**config.mk**
```make
export PLATFORM = sky130hd
export DESIGN_NAME = regfile
export DESIGN_NICKNAME = d
export VERILOG_FILES = /design/src/rtl/regfile.sv
export SDC_FILE = /design/constraint.sdc
export NUM_CORES = 2
export LEC_CHECK = 0
export ABC_AREA = 0
export CORE_MARGIN = 2
export CORE_UTILIZATION = 55
export CTS_CLUSTER_SIZE = 25
export DETAILED_ROUTE_END_ITERATION = 10
export PLACE_DENSITY_LB_ADDON = 0.2
export SKIP_LAST_GASP = 1
export SYNTH_ARGS = -nofsm -noshare
export SYNTH_HDL_FRONTEND = slang
export SYNTH_SLANG_ARGS = --single-unit
```
**constraint.sdc**
```tcl
create_clock -name in_clk -period 8.3 [get_ports in_clk]
set_input_delay 0.83 -clock in_clk [delete_from_list [all_inputs] [get_ports in_clk]]
set_output_delay 0.83 -clock in_clk [all_outputs]
set_load 0.01 [all_outputs]
```
**src/rtl/regfile.sv**
```systemverilog
// Architectural register file with rename tags for an out-of-order core.
// Optional macro REGFILE_COMMIT_BYPASS_EN forwards a same-cycle commit into the query ports.
module regfile #(
  parameter int DATA_W = 32,
  parameter int ROB_W  = 4
) (
  input  logic              in_clk,
  input  logic              in_rst,
  input  logic              in_rdy,
  input  logic              in_flush_enable,
  input  logic [4:0]        in_decoder_rs,
  input  logic [4:0]        in_decoder_rt,
  output logic [DATA_W-1:0] out_decoder_rs_value,
  output logic [DATA_W-1:0] out_decoder_rt_value,
  output logic [ROB_W-1:0]  out_decoder_rs_reorder,
  output logic [ROB_W-1:0]  out_decoder_rt_reorder,
  output logic              out_decoder_rs_busy,
  output logic              out_decoder_rt_busy,
  input  logic              in_decoder_rename_enable,
  input  logic [4:0]        in_decoder_rename_rd,
  input  logic [ROB_W-1:0]  in_decoder_rename_reorder,
  input  logic              in_rob_commit_enable,
  input  logic [4:0]        in_rob_commit_rd,
  input  logic [DATA_W-1:0] in_rob_commit_value,
  input  logic [ROB_W-1:0]  in_rob_commit_reorder,
  output logic [5:0]        out_pending_count
);

  localparam int NREG = 32;

  logic [NREG-1:0][DATA_W-1:0] val_q, val_d;
  logic [NREG-1:0][ROB_W-1:0]  tag_q, tag_d;
  logic [5:0]                  cnt_q, cnt_d;

  logic cmt_ok, ren_ok;
  assign cmt_ok = in_rdy && in_rob_commit_enable && (in_rob_commit_rd != 5'd0);
  assign ren_ok = in_rdy && in_decoder_rename_enable && (in_decoder_rename_rd != 5'd0)
                  && !in_flush_enable;

  // Order matters: commit clears first, rename then overrides, flush clears all tags.
  always_comb begin
    val_d = val_q;
    tag_d = tag_q;
    if (cmt_ok) begin
      val_d[in_rob_commit_rd] = in_rob_commit_value;
      if (tag_q[in_rob_commit_rd] == in_rob_commit_reorder)
        tag_d[in_rob_commit_rd] = '0;
    end
    if (ren_ok)
      tag_d[in_decoder_rename_rd] = in_decoder_rename_reorder;
    if (in_rdy && in_flush_enable)
      tag_d = '0;
  end

  always_comb begin
    cnt_d = 6'd0;
    for (int i = 1; i < NREG; i++)
      cnt_d = cnt_d + {5'd0, (tag_d[i] != '0)};
  end

  always_ff @(posedge in_clk or negedge in_rst) begin
    if (!in_rst) begin
      val_q <= '0;
      tag_q <= '0;
      cnt_q <= '0;
    end else if (in_rdy) begin
      val_q <= val_d;
      tag_q <= tag_d;
      cnt_q <= cnt_d;
    end
  end

  assign out_pending_count = cnt_q;

  logic [1:0][4:0]        q_idx;
  logic [1:0][DATA_W-1:0] q_val;
  logic [1:0][ROB_W-1:0]  q_tag;

  assign q_idx = {in_decoder_rt, in_decoder_rs};

  for (genvar p = 0; p < 2; p++) begin : g_query
    always_comb begin
      q_val[p] = val_q[q_idx[p]];
      q_tag[p] = tag_q[q_idx[p]];
`ifdef REGFILE_COMMIT_BYPASS_EN
      if (cmt_ok && (q_idx[p] == in_rob_commit_rd) &&
          (tag_q[q_idx[p]] == in_rob_commit_reorder)) begin
        q_val[p] = in_rob_commit_value;
        q_tag[p] = '0;
      end
`endif
      if (q_idx[p] == 5'd0) begin
        q_val[p] = '0;
        q_tag[p] = '0;
      end
    end
  end

  assign out_decoder_rs_value   = q_val[0];
  assign out_decoder_rt_value   = q_val[1];
  assign out_decoder_rs_reorder = q_tag[0];
  assign out_decoder_rt_reorder = q_tag[1];
  assign out_decoder_rs_busy    = (q_tag[0] != '0);
  assign out_decoder_rt_busy    = (q_tag[1] != '0);

endmodule
```
==> results.toml <==
[outcome]
status = "completed"

[critical_path]
crit_required_ns = 8.90
r2r_cells = 25
critPathLaunchType = "primary input"
reg2reg_from = "tag_q[9]"
criticalPathCategory = "primary input to flip-flop"
worstSetupEndpointType = "flip-flop"
arrival_ns = 8.38
crit_fanout = 18
ff2ff_setup_slack_ns = 0.97
r2r-end = "out_pending_count[4]"

[floorplanning]
core_region_area_mm2 = 0.1181
dieWidth_um = 349.0
initial_core_util_pct = 55.45
dieHeight_um = 349.0
rows = 126
pin_count = 146
die_area_mm2 = 0.1218

[logic_synthesis]
yosysUniqueCellTypes = 56
synth-async-reset-ratio_pct = 100.0
syn_area_mm2 = 0.06548
ys_seq_area_share_pct = 44.26
yosysWarningCount = 0
ys.flop_type = "dfrtp_1"
synth_edf_count = 0
postSynthCellCount = 4726
syn_area_per_cell_um2 = 13.86
synth_nets = 4822
synth_seq_cells = 1158

[clock_network]
cts-root-buf = "clkbuf_16"
clk_pin_slew_ns = 0.05
cts_resized = 0
clockBufferDepth = 3
cts_inserted_buffers = 130
tritoncts = "built"
postCtsSetupBuffers = 0
cts.htree.levels = 4
clk_latency_ns = 0.75
hold_buffers = 0
cts.sinks = 1158

[sta]
setup_ws_ns = 0.5186
rsz0062_at_grt = "no"
max_slew_margin_pct = 14.47
hold_viol_final = 0
layout_min_cycle_time_ns = 7.781
finalCritPeriodShare_pct = 93.75
slew_violations = 0
max_freq_mhz = 128.5
fin_skew_ns = 0.03439
holdWs_ns = 0.06765
finalSetupViolations = 0
worst_slew_pin_slew_ns = 1.279

[layout]
synthToLayoutAreaGrowth_pct = 10.80
drive_above_1_share_pct = 41.85
fin_area_mm2 = 0.07255
finalNonFillerCells = 6272
final_util_pct = 61.44
layout_common_cells = "dfrtp_1, mux2_2, mux4_2, nand2_1, mux2i_1"
final_common_cell = "dfrtp_1"
fillerInstances = 8865
nets = 4732

[detailed_routing]
drc = 0
drt-pass1-iter-count = 6
wl_um = 203400
vias_per_cell = 7.064
ant_nets = 0
routedWlPerCell_um = 32.43
drt_iter0_markers = 5132
vias = 44310

[place]
dp_hpwl_um = 114000
io_buffer_count = 145
dpl_cell_area_mm2 = 0.06829
globalplace.congestion = 1.037
dpl_worst_slack_ns = -0.1605
dp.cells = 6040

[global_route]
grt_pass1_vias = 44540
grt_pass1_wl_um = 302400
grtUsageTotal_pct = 33.98
antenna_found_initial = 7
gr-total-overflow = 0
grt_max_degree = 208

[job]
cap_violations = 0

[power_and_ir_drop]
ir_drop_mv = 0.2023
cellPowerDensity_mw_per_mm2 = 225.7
leakagePower_nw = 31.52

[min_path]
hold_path.class = "primary input to async pin"
-- worst max-delay path, cell delays in order --
cell	delay, ns
clkdlybuf4s50_1	0.54
buf_4	0.23
or4_1	0.59
o22ai_1	0.16
nor4_1	0.08
buf_4	0.14
nand2_1	0.09
xor2_1	0.11
nor4_4	0.41
buf_12	0.20
a31oi_1	0.11
fa_1	0.55
inv_1	0.06
fa_1	0.53
inv_1	0.05
fa_1	0.50
fa_1	0.54
fa_1	0.49
inv_1	0.05
fa_1	0.47
inv_1	0.05
fa_1	0.41
fa_1	0.46
a21o_1	0.19
a21oi_1	0.17
xnor2_1	0.09
mux2_2	0.26
-- cells in the mapped netlist, types with 12 or more instances --
master / count / area (um^2)
dfrtp_1: 1158 / 28980
fa_1: 23 / 460.4
mux2i_1: 138 / 1381
a31oi_1: 15 / 93.84
buf_6: 15 / 168.9
nor2_1: 148 / 555.5
o221ai_1: 33 / 289.0
a21oi_1: 14 / 70.07
o22ai_1: 33 / 206.5
nand3_1: 135 / 675.7
a32oi_1: 82 / 718.2
buf_2: 105 / 525.5
buf_1: 68 / 255.2
o21ai_0: 133 / 665.6
nor4_1: 37 / 231.5
nand2_1: 541 / 2031
mux2_2: 836 / 9414
mux4_2: 720 / 16220
and2_1: 12 / 75.07
clkbuf_1: 320 / 1201
nand4_1: 25 / 156.4
inv_1: 16 / 60.06
-- area by class of cell --
class	instances	area (um^2)	share of cell area (%)
multi-input cells	3038	34530	47.60
repair buffers	292	2795	3.853
clock inverters	41	386.6	0.5329
diodes	2	5.005	0.006898
well taps	1536	1922	2.649
inverters	16	60.06	0.08278
flip-flops and latches	1158	28980	39.94
clock buffers	189	3871	5.336
-- logic make-up after synthesis --
family | synth area share (%)
flops | 44.26
compound gates | 3.690
mux | 41.25
fa+ha+maj | 0.8369
buf+inv | 3.445
xor+xnor | 0.09363
simple gates | 6.428
-- stage by stage --
stage | TNS [ns] | total power, W
floorplan | 0 | 0.009419
global placement | -0.2150 | 0.01051
detailed placement | -0.1605 | 0.01064
CTS | 0 | 0.01642
global route | 0 | 0.01704
finish | 0 | 0.01637
-- per-layer routing --
metal  vias to the layer above  wire length [um]  global-route usage, %
li1                      17940                 -                      -
met2                      2248             94910                  51.95
met5                         -                64                      0
met1                     23640             80800                  47.74
met4                        10              7588                  12.25
met3                       465             20030                  8.442
-- power by group --
group | leakage, nW | switching [W] | internal [W]
registers | 15.0 | 0.000700 | 0.00640
logic | 14.4 | 0.00151 | 0.00197
clock network | 2.11 | 0.00239 | 0.00339
-- how the worst max path moves through the flow --
| stage | from | endpoint | slack [ns] |
|---|---|---|---|
| 3_3_place_gp | in_rob_commit_rd[2] | out_pending_count[4] | -0.21 |
| 2_1_floorplan | in_rob_commit_rd[0] | out_pending_count[4] | 0.69 |
| 6_report | in_rob_commit_rd[2] | out_pending_count[4] | 0.52 |
| 4_1_cts | in_rob_commit_rd[2] | out_pending_count[4] | 0.56 |
| 3_5_place_dp | in_rob_commit_rd[2] | out_pending_count[4] | -0.16 |
| 5_1_grt | in_rob_commit_rd[2] | out_pending_count[4] | 0.20 |
-- flip-flops by register name, summed over array words and instances (netlist names) --
register and flops:
val_q 1024, tag_q 128, out_pending_count 6
Note: power is estimated with default switching activity, not from simulation.
